**config.mk**
```make
export PLATFORM = sky130hd
export DESIGN_NAME = pe_bus_arbiter_flat
export DESIGN_NICKNAME = d
export VERILOG_FILES = /design/src/rtl/pe_bus_arbiter_if.sv /design/src/rtl/pe_bus_arbiter.sv /design/src/flat_wrapper.sv
export SDC_FILE = /design/constraint.sdc
export NUM_CORES = 1
export LEC_CHECK = 0
export CAP_MARGIN = 20
export CORE_ASPECT_RATIO = 1.4
export CORE_MARGIN = 8
export CORE_UTILIZATION = 45
export DETAILED_ROUTE_END_ITERATION = 16
export HOLD_SLACK_MARGIN = 0.02
export PLACE_DENSITY = 0.66
export SYNTH_ARGS = -nofsm -noshare
export SYNTH_HDL_FRONTEND = slang
export SYNTH_SLANG_ARGS = --single-unit
```
**constraint.sdc**
```tcl
create_clock -name clk -period 4 [get_ports clk]
set_clock_uncertainty 0.2 [all_clocks]
set_input_delay 1 -clock clk [delete_from_list [all_inputs] [get_ports clk]]
set_output_delay 1 -clock clk [all_outputs]
set_load 0.02 [all_outputs]
```
**src/rtl/pe_bus_arbiter_if.sv**
```systemverilog
// ============================================================================
// Module      : pe_bus_arbiter_if
// Description : Request/grant bundle between the PE bus arbiter and its users.
// Revision    : 1.0 - initial release
// ============================================================================
`default_nettype none

interface pe_bus_arbiter_if #(
   parameter int NUM_REQ = 8,
   parameter int ID_W    = 3
);
   logic               host_we;
   logic [NUM_REQ-1:0] req;
   logic [NUM_REQ-1:0] gnt;
   logic [ID_W-1:0]    gnt_id;
   logic               host_ok;
   logic               bus_busy;
   logic [4:0]         word_cnt;

   modport master (
      input  host_we, req,
      output gnt, gnt_id, host_ok, bus_busy, word_cnt
   );

   modport slave (
      output host_we, req,
      input  gnt, gnt_id, host_ok, bus_busy, word_cnt
   );
endinterface

`default_nettype wire

```
**src/rtl/pe_bus_arbiter.sv**
```systemverilog
// ============================================================================
// Module      : pe_bus_arbiter
// Description : Host-priority, round-robin PE arbiter for the shared data bus
//               with capped bursts and dead cycles on every driver change.
// Revision    : 1.0 - initial release
// ============================================================================
`default_nettype none

module pe_bus_arbiter #(
   parameter int NUM_REQ     = 8,
   parameter int ID_W        = 3,
   parameter int MAX_BURST   = 32,
   parameter int TURN_CYCLES = 1
) (
   input  logic                clk,
   input  logic                rst_n,
   pe_bus_arbiter_if.master    bus
);

   typedef enum logic [1:0] {
      IDLE  = 2'd0,
      HOST  = 2'd1,
      GRANT = 2'd2,
      TURN  = 2'd3
   } state_t;

   localparam logic [4:0]      LAST_WORD = 5'(MAX_BURST - 1);
   localparam logic [1:0]      LAST_TURN = 2'(TURN_CYCLES - 1);
   localparam logic [ID_W-1:0] LAST_ID   = ID_W'(NUM_REQ - 1);

   state_t             state;
   logic [ID_W-1:0]    rr_ptr;
   logic [1:0]         turn_cnt;

   logic               pick_valid;
   logic [ID_W-1:0]    pick_id;
   logic [NUM_REQ-1:0] other_req;
   logic               release_grant;
   logic               dispatch;

   // Scan downward so the requester closest to rr_ptr overwrites the rest.
   always_comb begin
      logic [ID_W-1:0] idx;
      idx        = '0;
      pick_valid = 1'b0;
      pick_id    = '0;
      for (int k = NUM_REQ - 1; k >= 0; k--) begin
         idx = ID_W'((int'(rr_ptr) + k) % NUM_REQ);
         if (bus.req[idx]) begin
            pick_valid = 1'b1;
            pick_id    = idx;
         end
      end
   end

   assign other_req     = bus.req & ~(NUM_REQ'(1) << bus.gnt_id);
   assign release_grant = !bus.req[bus.gnt_id] || bus.host_we ||
                          ((bus.word_cnt == LAST_WORD) && (|other_req));
   assign dispatch      = (state == IDLE) ||
                          ((state == TURN) && (turn_cnt == LAST_TURN));

   always_ff @(posedge clk or negedge rst_n) begin
      if (!rst_n) begin
         state        <= IDLE;
         rr_ptr       <= '0;
         turn_cnt     <= '0;
         bus.gnt      <= '0;
         bus.gnt_id   <= '0;
         bus.host_ok  <= 1'b0;
         bus.bus_busy <= 1'b0;
         bus.word_cnt <= '0;
      end else if (dispatch) begin
         turn_cnt <= '0;
         if (bus.host_we) begin
            state        <= HOST;
            bus.host_ok  <= 1'b1;
            bus.bus_busy <= 1'b1;
         end else if (pick_valid) begin
            state        <= GRANT;
            bus.gnt      <= NUM_REQ'(1) << pick_id;
            bus.gnt_id   <= pick_id;
            bus.word_cnt <= '0;
            bus.bus_busy <= 1'b1;
         end else begin
            state        <= IDLE;
            bus.bus_busy <= 1'b0;
         end
      end else begin
         case (state)
            HOST: begin
               if (!bus.host_we) begin
                  state       <= TURN;
                  bus.host_ok <= 1'b0;
               end
            end
            GRANT: begin
               if (release_grant) begin
                  state   <= TURN;
                  bus.gnt <= '0;
                  rr_ptr  <= (bus.gnt_id == LAST_ID) ? '0 : bus.gnt_id + ID_W'(1);
               end else begin
                  // A lone requester keeps the bus; the burst counter just wraps.
                  bus.word_cnt <= (bus.word_cnt == LAST_WORD) ? 5'd0 : bus.word_cnt + 5'd1;
               end
            end
            TURN: begin
               turn_cnt <= turn_cnt + 2'd1;
            end
            default: begin
               state <= IDLE;
            end
         endcase
      end
   end

endmodule

`default_nettype wire

```
**src/flat_wrapper.sv**
```systemverilog
// flat-port wrapper written by rule: the top's interface ports become plain ports
module pe_bus_arbiter_flat 
#(
   parameter int NUM_REQ     = 8,
   parameter int ID_W        = 3,
   parameter int MAX_BURST   = 32,
   parameter int TURN_CYCLES = 1
)
  (clk, rst_n, bus_host_we, bus_req, bus_gnt, bus_gnt_id, bus_host_ok, bus_bus_busy, bus_word_cnt);
  pe_bus_arbiter_if #(.NUM_REQ(NUM_REQ), .ID_W(ID_W)) bus_i ();
  input  logic clk;
  input  logic rst_n;
  input wire logic [$bits(bus_i.host_we)-1:0] bus_host_we;
  input wire logic [$bits(bus_i.req)-1:0] bus_req;
  output wire logic [$bits(bus_i.gnt)-1:0] bus_gnt;
  output wire logic [$bits(bus_i.gnt_id)-1:0] bus_gnt_id;
  output wire logic [$bits(bus_i.host_ok)-1:0] bus_host_ok;
  output wire logic [$bits(bus_i.bus_busy)-1:0] bus_bus_busy;
  output wire logic [$bits(bus_i.word_cnt)-1:0] bus_word_cnt;
  assign bus_i.host_we = bus_host_we;
  assign bus_i.req = bus_req;
  assign bus_gnt = bus_i.gnt;
  assign bus_gnt_id = bus_i.gnt_id;
  assign bus_host_ok = bus_i.host_ok;
  assign bus_bus_busy = bus_i.bus_busy;
  assign bus_word_cnt = bus_i.word_cnt;
  pe_bus_arbiter #(.NUM_REQ(NUM_REQ), .ID_W(ID_W), .MAX_BURST(MAX_BURST), .TURN_CYCLES(TURN_CYCLES)) u_core (.clk(clk), .rst_n(rst_n), .bus(bus_i));
endmodule
```
==> results of run 1 <==
## area by class of cell
cell class | count | area (µm²) | share of cell area
inverters | 16 | 60.06 | 0.02095
repair buffers | 38 | 355.3 | 0.1240
multi-input cells | 191 | 1698 | 0.5923
flip-flops and latches | 25 | 625.6 | 0.2182
clock buffers | 4 | 45.04 | 0.01571
well taps | 66 | 82.58 | 0.02881
## sequential cells by signal (all words and copies together), names as in the netlist
| name | flops |
|---|---|
| u_core.state | 2 |
| u_core.bus.gnt | 8 |
| u_core.bus.bus_busy | 1 |
| u_core.rr_ptr | 3 |
| u_core.bus.gnt_id | 3 |
| u_core.bus.word_cnt | 5 |
| u_core.turn_cnt | 2 |
| u_core.bus.host_ok | 1 |
## metal layers
layer | vias to the layer above | global-route usage
li1 | 987 | -
met1 | 1038 | 0.1738
met2 | 53 | 0.3139
met3 | 15 | 0.01211
met4 | 0 | 0.07868
met5 | - | 0
## worst max-delay path by stage
stage,end,slack [ns],cells past startpoint
after global routing,u_core.bus.gnt[2],0.21,8
after detailed placement,u_core.bus.gnt[3],0.08,8
after CTS,u_core.bus.gnt[3],0.35,8
final,u_core.bus.gnt[1],0.31,10
after floorplan,u_core.bus.gnt[2],0.80,8
after global placement,u_core.bus.gnt[3],0.09,8
## layout by cell type (no fill, tap or decap), types with 2 or more instances in the layout
cell type,netlist,final
a21oi_1,11,11
o2bb2ai_1,2,2
o31ai_1,2,2
nand2b_1,2,2
a22oi_1,2,2
a21o_1,2,2
clkbuf_8,0,3
a31oi_1,2,2
inv_1,15,15
o211ai_1,3,3
a22o_1,6,6
mux2i_1,11,11
nand3b_1,2,2
o21ai_0,14,14
o21a_1,3,3
a32o_1,2,2
mux4_2,14,14
a21boi_0,2,2
clkdlybuf4s50_1,0,28
o21ai_1,5,5
dfrtp_1,25,25
mux2_2,7,7
nor2_1,19,19
nor3_1,2,2
nand3_1,5,5
nand2_1,19,19
buf_4,0,10
ha_1,15,15
nor2b_1,4,4
## metrics by stage
stage / area [µm²] / hold WS [ns] / setup WS (ns) / std cells
floorplan: 2442 / 0.2862 / 0.8024 / 243
global placement: 2821 / 0.2911 / 0.08729 / 336
detailed placement: 2821 / 0.2914 / 0.07757 / 336
CTS: 2867 / 0.3114 / 0.3459 / 340
global route: 2867 / 0.3324 / 0.2104 / 340
finish: 2867 / 0.3026 / 0.3117 / 340
## power breakdown
| group | internal (W) | switching [W] |
|---|---|---|
| registers | 0.000341 | 0.000117 |
| clock network | 0.0000712 | 0.0000777 |
| logic | 0.000852 | 0.00104 |
| total | 0.00126 | 0.00124 |
## worst register-to-register path: cells and delay by family, from the launching register on
| kind | cells | cell delay, ns |
|---|---|---|
| AOI/OAI and AO/OA | 3 | 0.65 |
| muxes | 1 | 0.56 |
| DFF | 1 | 0.43 |
| and+or+nand+nor | 2 | 0.43 |
| xor gates and xnor gates | 1 | 0.42 |
| adders and majority gates | 1 | 0.32 |
| buffers and inverters | 1 | 0.11 |
## cell families (layout without fill, tap and decap cells)
kind of cell    count (synthesis)  count (layout)
flops                          25              25
compound gates                 78              78
mux                            35              35
simple gates                   59              59
fa+ha+maj                      15              15
xor+xnor                        4               4
buf+inv                        27              58
==> results.json, run 1 <==
{
  "vdd_drop_max_mv": 0.4423,
  "first_iter_violations": 179,
  "worstSetupStartpoint": "bus_req[5]",
  "worstPathCellList": "clkdlybuf4s50_1, buf_4, mux4_2, a22oi_1, o21ai_1, a41oi_1, a21boi_2, buf_4, nand2b_1, o21ai_1",
  "grt_usage": 0.1627,
  "fin_nets": 301,
  "grt_pass1_vias": 2184,
  "cts_tree": "built",
  "synthTopCellsByCount": "25 x dfrtp_1, 19 x nand2_1, 19 x nor2_1",
  "antennaDiodeCount": 0,
  "syn-instance-count": 243,
  "first_pass_iters": 4,
  "slowest_stage": "clkdlybuf4s50_1",
  "clock_latency_ns": 0.27,
  "wl_per_cell_um": 18.97,
  "wirelength_mm": 6.450,
  "period_needed_ns": 3.688,
  "gp_congestion": 0.9003,
  "ys_warn_count": 0,
  "synth_compound_area_frac": 0.2551,
  "finalMaxSlewViolations": 0,
  "rows": 31,
  "start_util": 0.4699,
  "reg2reg_from": "u_core.rr_ptr[0]",
  "hold_viol_final": 0,
  "die_area_mm2": 0.008075,
  "viasPerCell": 6.156,
  "cap_violations": 0,
  "p_leak_nw": 1.169,
  "slowest_delay_ns": 0.56,
  "crit_family": "compound AO/OA/AOI/OAI gates",
  "chipWidth_um": 78.27,
  "synth_mux_area_frac": 0.2290,
  "tightest_slew_ns": 0.8366,
  "die_h_um": 103.2,
  "cp_data_arrival_time_ns": 3.68,
  "numCtsBuffers": 3,
  "pin_count": 29,
  "max-slew-margin-rel": 0.4422,
  "yosysSeqAreaShare": 0.2561,
  "port_buffers": 28,
  "status": "finished clean",
  "route.met2.wl_mm": 3.415,
  "synth_area_leader_cell": "dfrtp_1",
  "syn_nets": 269,
  "yosysMostFrequentCell": "dfrtp_1",
  "drive_gt1_frac": 0.1898,
  "path_clk_slew_ns": 0.08,
  "yosysTopAreaCellShare": 0.2561,
  "yosys.area_share.simple": 0.1137,
  "cp-start-kind": "input pin",
  "grt.overflow.total": 0,
  "grt_max_degree": 26,
  "end_kind": "flop",
  "min_from": "u_core.bus.gnt[5]",
  "synth_xor_area_frac": 0.02049,
  "wl_met1_mm": 2.645,
  "post_cts_resized": 0,
  "post-cts-setup-buffers": 0,
  "worst_hold_path_type": "flop to flop",
  "setup_violations": 0,
  "post-route-drc-count": 0,
  "grt_first_pass_wirelength_mm": 10.68,
  "post-route-period-util": 0.9221,
  "top_layer_used": "met4",
  "critPathKind": "input pin to flop",
  "cts_hold_buffers": 0,
  "wl_met3_um": 160,
  "r2r_cells": 9,
  "tns_ns": 0,
  "synthAdderAreaFrac": 0.07684,
  "ant_nets": 0,
  "yosys_most_used_dff": "dfrtp_1",
  "synth_seq_cells": 25,
  "area_delta_synth_final_pct": 17.37,
  "worst-path-buf-inv": 3,
  "num_vias": 2093,
  "async_reset_ff_frac": 1.000,
  "synth_cell_type_count": 65,
  "yosys-top-cells-area": "dfrtp_1 26%, mux4_2 13%, ha_1 7.7%, mux2i_1 4.5%, mux2_2 3.2%",
  "crit_fanout": 7,
  "r2r-end": "u_core.bus.gnt[5]",
  "cts_buffer_depth": 2,
  "p_per_area_mw_per_mm2": 872.8,
  "root_buffer": "clkbuf_8",
  "synth_top_family_by_area": "compound AO/OA/AOI/OAI gates",
  "cts_max_level": 1,
  "holdPathStages": 2,
  "total_power_w": 0.002502,
  "rsz0062_at_grt": "false",
  "mappedNetlistArea_mm2": 0.002442,
  "max_freq_mhz": 271.1,
  "r2r_setup_slack_ns": 0.79,
  "clock-sinks": 25,
  "core_mm2": 0.005197,
  "post-route-util": 0.5515,
  "syn_area_per_cell_um2": 10.05,
  "synth-edff-count": 0,
  "holdPathEnd": "u_core.bus.gnt[5]",
  "required_ns": 3.99,
  "dp_hpwl_mm": 5.029,
  "fill_cells": 505,
  "grt_antenna_before_repair": 0
}
No activity file was read; power rests on OpenSTA's default activity.
==> run 2, diff against run 1 <==
--- a/config.mk
+++ b/config.mk
@@ -5,6 +5,7 @@
 export SDC_FILE = /design/constraint.sdc
 export NUM_CORES = 1
 export LEC_CHECK = 0
+export ABC_CLOCK_PERIOD_IN_PS = 4000
 export CAP_MARGIN = 20
 export CORE_ASPECT_RATIO = 1.4
 export CORE_MARGIN = 8
@@ -12,6 +13,7 @@
 export DETAILED_ROUTE_END_ITERATION = 16
 export HOLD_SLACK_MARGIN = 0.02
 export PLACE_DENSITY = 0.66
+export SKIP_CTS_REPAIR_TIMING = 1
 export SYNTH_ARGS = -nofsm -noshare
 export SYNTH_HDL_FRONTEND = slang
 export SYNTH_SLANG_ARGS = --single-unit
==> results of run 2 <==
No change in the layout: final DEF, timing and power equal those of run 1.
